### src/rtl/rr_select_pkg.sv
// rtl/rr_select_pkg.sv - shared states and constants for the round-robin select generator
package rr_select_pkg;

  localparam int N_CH  = 4;
  localparam int SEL_W = 2;

  typedef enum logic [1:0] {
    IDLE = 2'b00,
    HOLD = 2'b01,
    GAP  = 2'b10
  } state_t;

endpackage

### src/rtl/rr_priority_pick.sv
// rtl/rr_priority_pick.sv - rotate-priority encoder choosing the next channel after last
module rr_priority_pick
  import rr_select_pkg::*;
(
  input  logic [N_CH-1:0]  req,
  input  logic [SEL_W-1:0] last,
  output logic [SEL_W-1:0] pick,
  output logic             any_req
);

  // Scan from the farthest rotation back to last+1 so the nearest set bit wins.
  always_comb begin
    pick    = last;
    any_req = 1'b0;
    for (int i = N_CH; i >= 1; i--) begin
      if (req[last + SEL_W'(i)]) begin
        pick    = last + SEL_W'(i);
        any_req = 1'b1;
      end
    end
  end

endmodule

### src/rtl/rr_select.sv
// rtl/rr_select.sv - round-robin 4:1 mux select generator with dwell limit and settle gap (option: RR_SELECT_STATS_EN)
module rr_select_gen
  import rr_select_pkg::*;
#(
  parameter int DWELL   = 4,
  parameter int DWELL_W = 3
) (
  input  logic             clk,
  input  logic             reset,
  input  logic [N_CH-1:0]  req,
  input  logic             done,
  output logic [SEL_W-1:0] sel,
  output logic             sel_valid,
  output logic [N_CH-1:0]  grant,
  output logic             timeout
`ifdef RR_SELECT_STATS_EN
  ,
  output logic [7:0]       timeout_cnt
`endif
);

  state_t             r_state, w_state_nxt;
  logic [DWELL_W-1:0] r_cnt, w_cnt_nxt;
  logic [SEL_W-1:0]   r_last, w_last_nxt;
  logic [SEL_W-1:0]   r_sel, w_sel_nxt;
  logic               r_sel_valid, w_sel_valid_nxt;
  logic [N_CH-1:0]    r_grant, w_grant_nxt;
  logic [SEL_W-1:0]   w_pick;
  logic               w_any_req;
  logic               w_expired;
  logic               w_timeout;

  rr_priority_pick u_pick (
    .req     (req),
    .last    (r_last),
    .pick    (w_pick),
    .any_req (w_any_req)
  );

  assign w_expired = (r_cnt == DWELL_W'(DWELL - 1));

  // State, pointer, dwell counter and registered outputs.
  always_ff @(posedge clk) begin
    if (reset) begin
      r_state     <= IDLE;
      r_cnt       <= '0;
      r_last      <= SEL_W'(N_CH - 1);
      r_sel       <= '0;
      r_sel_valid <= 1'b0;
      r_grant     <= '0;
    end else begin
      r_state     <= w_state_nxt;
      r_cnt       <= w_cnt_nxt;
      r_last      <= w_last_nxt;
      r_sel       <= w_sel_nxt;
      r_sel_valid <= w_sel_valid_nxt;
      r_grant     <= w_grant_nxt;
    end
  end

  // Arbitrate in IDLE, hold until done/withdraw/expiry, then one settle cycle.
  always_comb begin
    w_state_nxt     = r_state;
    w_cnt_nxt       = r_cnt;
    w_last_nxt      = r_last;
    w_sel_nxt       = r_sel;
    w_sel_valid_nxt = 1'b0;
    w_grant_nxt     = '0;
    w_timeout       = 1'b0;
    case (r_state)
      IDLE: begin
        if (w_any_req) begin
          w_state_nxt     = HOLD;
          w_sel_nxt       = w_pick;
          w_last_nxt      = w_pick;
          w_cnt_nxt       = '0;
          w_sel_valid_nxt = 1'b1;
          w_grant_nxt     = {{(N_CH-1){1'b0}}, 1'b1} << w_pick;
        end
      end
      HOLD: begin
        if (done || !req[r_sel] || w_expired) begin
          // Timeout is reported only when expiry is the sole reason to end.
          w_timeout   = !done && req[r_sel] && w_expired;
          w_state_nxt = GAP;
          w_cnt_nxt   = '0;
        end else begin
          w_cnt_nxt       = r_cnt + DWELL_W'(1);
          w_sel_valid_nxt = 1'b1;
          w_grant_nxt     = r_grant;
        end
      end
      GAP: begin
        w_state_nxt = IDLE;
      end
      default: begin
        w_state_nxt = IDLE;
      end
    endcase
  end

  assign sel       = r_sel;
  assign sel_valid = r_sel_valid;
  assign grant     = r_grant;
  assign timeout   = w_timeout && !reset;

`ifdef RR_SELECT_STATS_EN
  logic [7:0] r_timeout_cnt;

  // Saturating tally of dwell expiries.
  always_ff @(posedge clk) begin
    if (reset) begin
      r_timeout_cnt <= 8'd0;
    end else if (timeout && (r_timeout_cnt != 8'hFF)) begin
      r_timeout_cnt <= r_timeout_cnt + 8'd1;
    end
  end

  assign timeout_cnt = r_timeout_cnt;
`endif

endmodule
### config.mk
export PLATFORM = sky130hd
export DESIGN_NAME = rr_select_gen
export DESIGN_NICKNAME = d
export VERILOG_FILES = /design/src/rtl/rr_select_pkg.sv /design/src/rtl/rr_priority_pick.sv /design/src/rtl/rr_select.sv
export SDC_FILE = /design/constraint.sdc
export NUM_CORES = 1
export LEC_CHECK = 0
export BUFFER_PORTS_ARGS = -buffer_cell sky130_fd_sc_hd__buf_2
export CAP_MARGIN = 0
export CORE_MARGIN = 2
export CORE_UTILIZATION = 42
export CTS_BUF_LIST = sky130_fd_sc_hd__clkbuf_16
export CTS_CLUSTER_DIAMETER = 150
export DETAILED_ROUTE_END_ITERATION = 12
export PLACE_DENSITY_LB_ADDON = 0.12
export SLEW_MARGIN = 40
export SYNTH_ARGS = -nofsm -noshare
export SYNTH_HDL_FRONTEND = slang
export SYNTH_SLANG_ARGS = --single-unit
### constraint.sdc
create_clock -name clk -period 3.02 [get_ports clk]
set_input_delay 0.302 -clock clk [delete_from_list [all_inputs] [get_ports clk]]
set_output_delay 0.302 -clock clk [all_outputs]
set_load 0.01 [all_outputs]
==> results of run 1 <==
-- cells in the final DEF (no fill, tap or decap), drive strengths merged, types with 2 or more instances in the layout --
cell type  instances
and3b              2
dfxtp             14
nand2b             3
inv                4
ha                 2
nor2               7
nand2              4
a22o               4
o21ai              3
a21oi              2
a21o               2
a32o               2
nor3               5
buf               14
nand3b             2
clkbuf             3
-- kinds of logic (layout without fill, tap and decap cells) --
group	after synthesis	count (layout)	synth area share (%)
AND/OR/NAND/NOR	30	30	27.8
flip-flops	14	14	42.1
AO/OA/AOI/OAI	15	15	16.4
multiplexers	3	3	6.58
adder cells (fa/ha/maj)	2	2	3.76
buffers and inverters	5	21	3.38
-- where the power goes --
part           switching, mW  internal [mW]
clock network         0.0706          0.173
registers             0.0187          0.205
logic                 0.0517         0.0472
total                  0.141          0.425
-- flip-flops by register name (all words and copies together) (netlist names) --
signal,cells
sel_valid,1
grant,4
r_state,2
r_cnt,3
r_last,2
sel,2
-- worst max path at each step --
stage	from	slack, ns	endpoint
detailed placement	req[3]	1.47	grant[2]$_SDFFE_PP0P_
floorplan	sel[0]$_SDFFE_PP0P_	1.55	r_cnt[0]$_SDFFE_PP0P_
CTS	sel[0]$_SDFFE_PP0P_	1.24	timeout
global placement	req[3]	1.48	timeout
finish	sel[0]$_SDFFE_PP0P_	1.26	timeout
global route	sel[0]$_SDFFE_PP0P_	1.19	timeout
-- critical path, stage by stage, from the launching register on --
cell	delay [ns]
dfxtp_1	0.37
mux4_2	0.55
nand2b_4	0.12
nor3_1	0.05
buf_2	0.13
-- area by class of cell --
type	instances	area, um2
clock buffer	3	75.1
fill	140	666
inverter	4	15.0
multi-input combinational	50	363
sequential	14	280
tap	16	20.0
timing repair buffer	14	70.1
-- through the flow --
| step | std cells | utilization [%] |
|---|---|---|
| 2_1_floorplan | 69 | - |
| 3_3_place_gp | 98 | 50.3 |
| 3_5_place_dp | 98 | 50.3 |
| 4_1_cts | 101 | 55.3 |
| 5_1_grt | 101 | 55.3 |
| 6_report | 101 | 55.3 |
-- routing by layer --
layer	vias to the layer above	share of wire, %	track usage (%)
li1	283	-	-
met1	261	49	19.9
met2	12	46	24.4
met3	0	4.8	5.00
met4	0	0	3.64
met5	-	0	0
==> results.toml, run 1 <==
[setup_path]
cp_max_fo = 4
start_kind = "flop"
r2r_slack_ns = 1.54
reg2reg_depth = 4
reg2reg_to = "r_cnt[0]$_SDFFE_PP0P_"
worstSetupPathType = "reg -> out"
cp_data_arrival_time_ns = 1.46
cp.required_ns = 2.72
worstReg2RegStart = "sel[0]$_SDFFE_PP0P_"
worst_setup_path_end_kind = "output pin"

[clock_tree]
cts_tree = "yes"
worstSkewPairLatency_ns = 0.24
numClockSinks = 14
postCtsSetupBuffers = 0
cts_hold_buf = 0
cts_max_level = 1
cts.clk_slew.worst_paths_ns = 0.04
ctsRootBufferMaster = "clkbuf_16"
clock_path_buffers = 2
numCtsBuffers = 3
cts_resized = 0

[synthesis]
synth_edf_count = 0
yosys-top-cells-area = "dfxtp_1 42%, a22o_1 5.3%, nor2_1 3.9%, ha_1 3.8%, mux4_2 3.4%"
yosysWarnings = 0
synth_top_area_share_pct = 42.1
syn_avg_cell_area_um2 = 9.65
synth-main-ff-cell = "dfxtp_1"
syn_inst = 69
ys_seq_elements = 14
ys_types = 29
synth_most_common_cell = "dfxtp_1"
ys_seq_area_share_pct = 42.1
postSynth.asyncResetShare_pct = 0
yosysTopAreaCell = "dfxtp_1"
syn-num-nets = 78
netlist_top_cells_count = "14 x dfxtp_1, 7 x nor2_1"
syn_area_um2 = 666

[grt]
gr-total-overflow = 0
grt_pass1_wl_mm = 2.16
grt_max_degree = 9
antenna_found_initial = 0
grt_pass1_vias = 518
grtUsageTotal_pct = 15.3

[routing]
drtIter0Drc = 2
viasPerCell = 5.50
drcViolationCount = 0
dr.pass1.iters = 4
wire_per_inst_um = 13.1
vias = 556
ant_nets = 0
wl_mm = 1.33

[floorplan]
io_pins = 15
die_w_um = 43.8
core_mm2 = 0.00149
start_util_pct = 44.7
die_h_um = 43.8
dieArea_mm2 = 0.00192
row_count = 14

[sta]
slew_headroom_pct = 66.7
period_needed_ns = 1.76
setup_viol = 0
fmax_mhz = 568
whs_ns = 0.318
tightest_slew_ns = 0.497
tns_ns = 0
finalHoldViolCount = 0
min_period_over_period_pct = 58.3
drv_slew = 0
skew_ns = 0.00138
rsz0062_at_grt = "false"
finalWorstSetupSlack_ns = 1.26

[placed_design]
port_buffers = 14
dpl_worst_slack_ns = 1.47
place_area_um2 = 748
gp_congestion = 0.764

[layout]
design_area_um2 = 823
fin_nets = 96
drive_gt1_share_pct = 27.1
num_antenna_cells = 0
areaGrowthSynthToFinish_pct = 23.7

[hold_path]
hp-class = "in -> reg"
worstHoldStart = "reset"
hold_depth = 2
hold_end = "sel[1]$_SDFFE_PP0P_"

[flow_run]
drv_cap = 0

[pwr]
power.leakage_nw = 0.380
p_per_area_mw_per_mm2 = 688
ir_drop_v = 0.000427
finalPower_uw = 566

[outcome]
outcome = "finished clean"
No activity file was read; power rests on OpenSTA's default activity.
==> inputs of run 2 (changes only) <==
clock period = 1.5 ns   (was 3.02 ns; I/O delays follow)
==> results.toml, run 2 (same netlist as run 1, synthesis figures left out) <==
[routing]
wire_per_inst_um = 13.0
vias = 579
dr.pass1.iters = 4
drtIter0Drc = 9
drcViolationCount = 0
wl_mm = 1.37
viasPerCell = 5.51
ant_nets = 0

[sta]
finalHoldViolCount = 0
slew_headroom_pct = 75.0
tns_ns = -0.0342
fmax_mhz = 657
setup_viol = 2
period_needed_ns = 1.52
drv_slew = 0
skew_ns = 0.00222
rsz0062_at_grt = "true"
finalWorstSetupSlack_ns = -0.0212
min_period_over_period_pct = 101
tightest_slew_ns = 0.371

[hold_path]
hold_end = "sel[1]$_SDFFE_PP0P_"
hold_depth = 2
worstHoldStart = "reset"
hp-class = "in -> reg"

[clock_tree]
cts.clk_slew.worst_paths_ns = 0.04
cts_tree = "yes"
numCtsBuffers = 3
cts_max_level = 1
clock_path_buffers = 2
worstSkewPairLatency_ns = 0.24
numClockSinks = 14
ctsRootBufferMaster = "clkbuf_16"

[pwr]
p_per_area_mw_per_mm2 = 1360
ir_drop_v = 0.000878
power.leakage_nw = 0.398

[grt]
grtUsageTotal_pct = 16.5
grt_pass1_wl_mm = 2.30
gr-total-overflow = 0
grt_max_degree = 9
antenna_found_initial = 0
grt_pass1_vias = 541

[placed_design]
dpl_worst_slack_ns = 0.0443
gp_congestion = 0.755
hpwlAfterDp_mm = 1.02
port_buffers = 14

[setup_path]
reg2reg_to = "r_cnt[0]$_SDFFE_PP0P_"
worstSetupPathType = "reg -> out"
worst_setup_path_end_kind = "output pin"
reg2reg_depth = 5
cp_max_fo = 3
cp_data_arrival_time_ns = 1.37
cp.required_ns = 1.35
r2r_slack_ns = -0.01
start_kind = "flop"
worstReg2RegStart = "sel[0]$_SDFFE_PP0P_"

[floorplan]
dieArea_mm2 = 0.00192
die_w_um = 43.8
io_pins = 15
row_count = 14
core_mm2 = 0.00149
die_h_um = 43.8
start_util_pct = 44.7

[outcome]
outcome = "complete, but fails checks"
violations = "negative setup slack"

[layout]
mostFrequentLayoutCell = "buf_2"
areaGrowthSynthToFinish_pct = 29.1
final_cell_mix = "14 x buf_2, 13 x dfxtp_1, 7 x nor2_1"
final-seq-area_um2 = 282
multiInputGateArea_um2 = 368
num_antenna_cells = 0
drive_gt1_share_pct = 32.6
largest_register_ffs = 4
fill_cells = 142
finish.utilization_pct = 57.7
fin_nets = 100

[flow_run]
drv_cap = 0
## run 2: cell count changes in the layout (fill, tap and decap cells not counted)
cell and delta:
dfxtp_2 +1, buf_4 +4, nor3_2 +1, nor3_1 -1, dfxtp_1 -1
## run 2: layer usage
layer	track usage, %	routed length [um]	vias up
li1	-	-	292
met1	23.1	667	269
met2	22.9	605	16
met3	4.17	80	2
met4	9.09	12	0
met5	0	0	-
## run 2: timing repair
| action | CTS | global route |
|---|---|---|
| setup endpoints to repair | 1 | 8 |
| pin swaps | 0 | 4 |
| setup buffers | 2 | 0 |
| cloned | 0 | 0 |
| resized for setup | 2 | 0 |
| hold buffers | 0 | 0 |
## run 2: layout make-up
| cell class | instances | share of cell area, % |
|---|---|---|
| multi-input combinational | 50 | 42.8 |
| sequential | 14 | 32.8 |
| timing repair buffer | 18 | 11.6 |
| clock buffer | 3 | 8.73 |
| tap | 16 | 2.33 |
| inverter | 4 | 1.75 |
## run 2: metrics by stage
stage | total power, mW | instances | area (um2) | hold WS, ns
floorplan | 0.596 | 69 | 666 | 0.219
global placement | 0.672 | 100 | 763 | 0.430
detailed placement | 0.674 | 100 | 763 | 0.425
CTS | 1.18 | 105 | 860 | 0.170
global route | 1.23 | 105 | 860 | 0.188
finish | 1.17 | 105 | 860 | 0.181
## run 2: worst max-delay path by stage
stage                        start                     to  slack [ns]
2_1_floorplan  sel[0]$_SDFFE_PP0P_  r_cnt[0]$_SDFFE_PP0P_        0.03
5_1_grt        sel[0]$_SDFFE_PP0P_                timeout       -0.08
3_5_place_dp   sel[0]$_SDFFE_PP0P_  r_cnt[0]$_SDFFE_PP0P_        0.04
6_report       sel[0]$_SDFFE_PP0P_                timeout       -0.02
3_3_place_gp   sel[0]$_SDFFE_PP0P_  r_cnt[0]$_SDFFE_PP0P_        0.07
4_1_cts        sel[0]$_SDFFE_PP0P_                timeout       -0.03
## run 2: critical path, stage by stage (launching register included)
cell	delay, ns
dfxtp_2	0.34
mux4_2	0.52
nand2b_4	0.10
nor3_2	0.04
buf_2	0.13
## run 2: power by group
part | internal [mW] | switching [mW]
combinational | 0.117 | 0.113
sequential | 0.414 | 0.0354
clock | 0.348 | 0.142
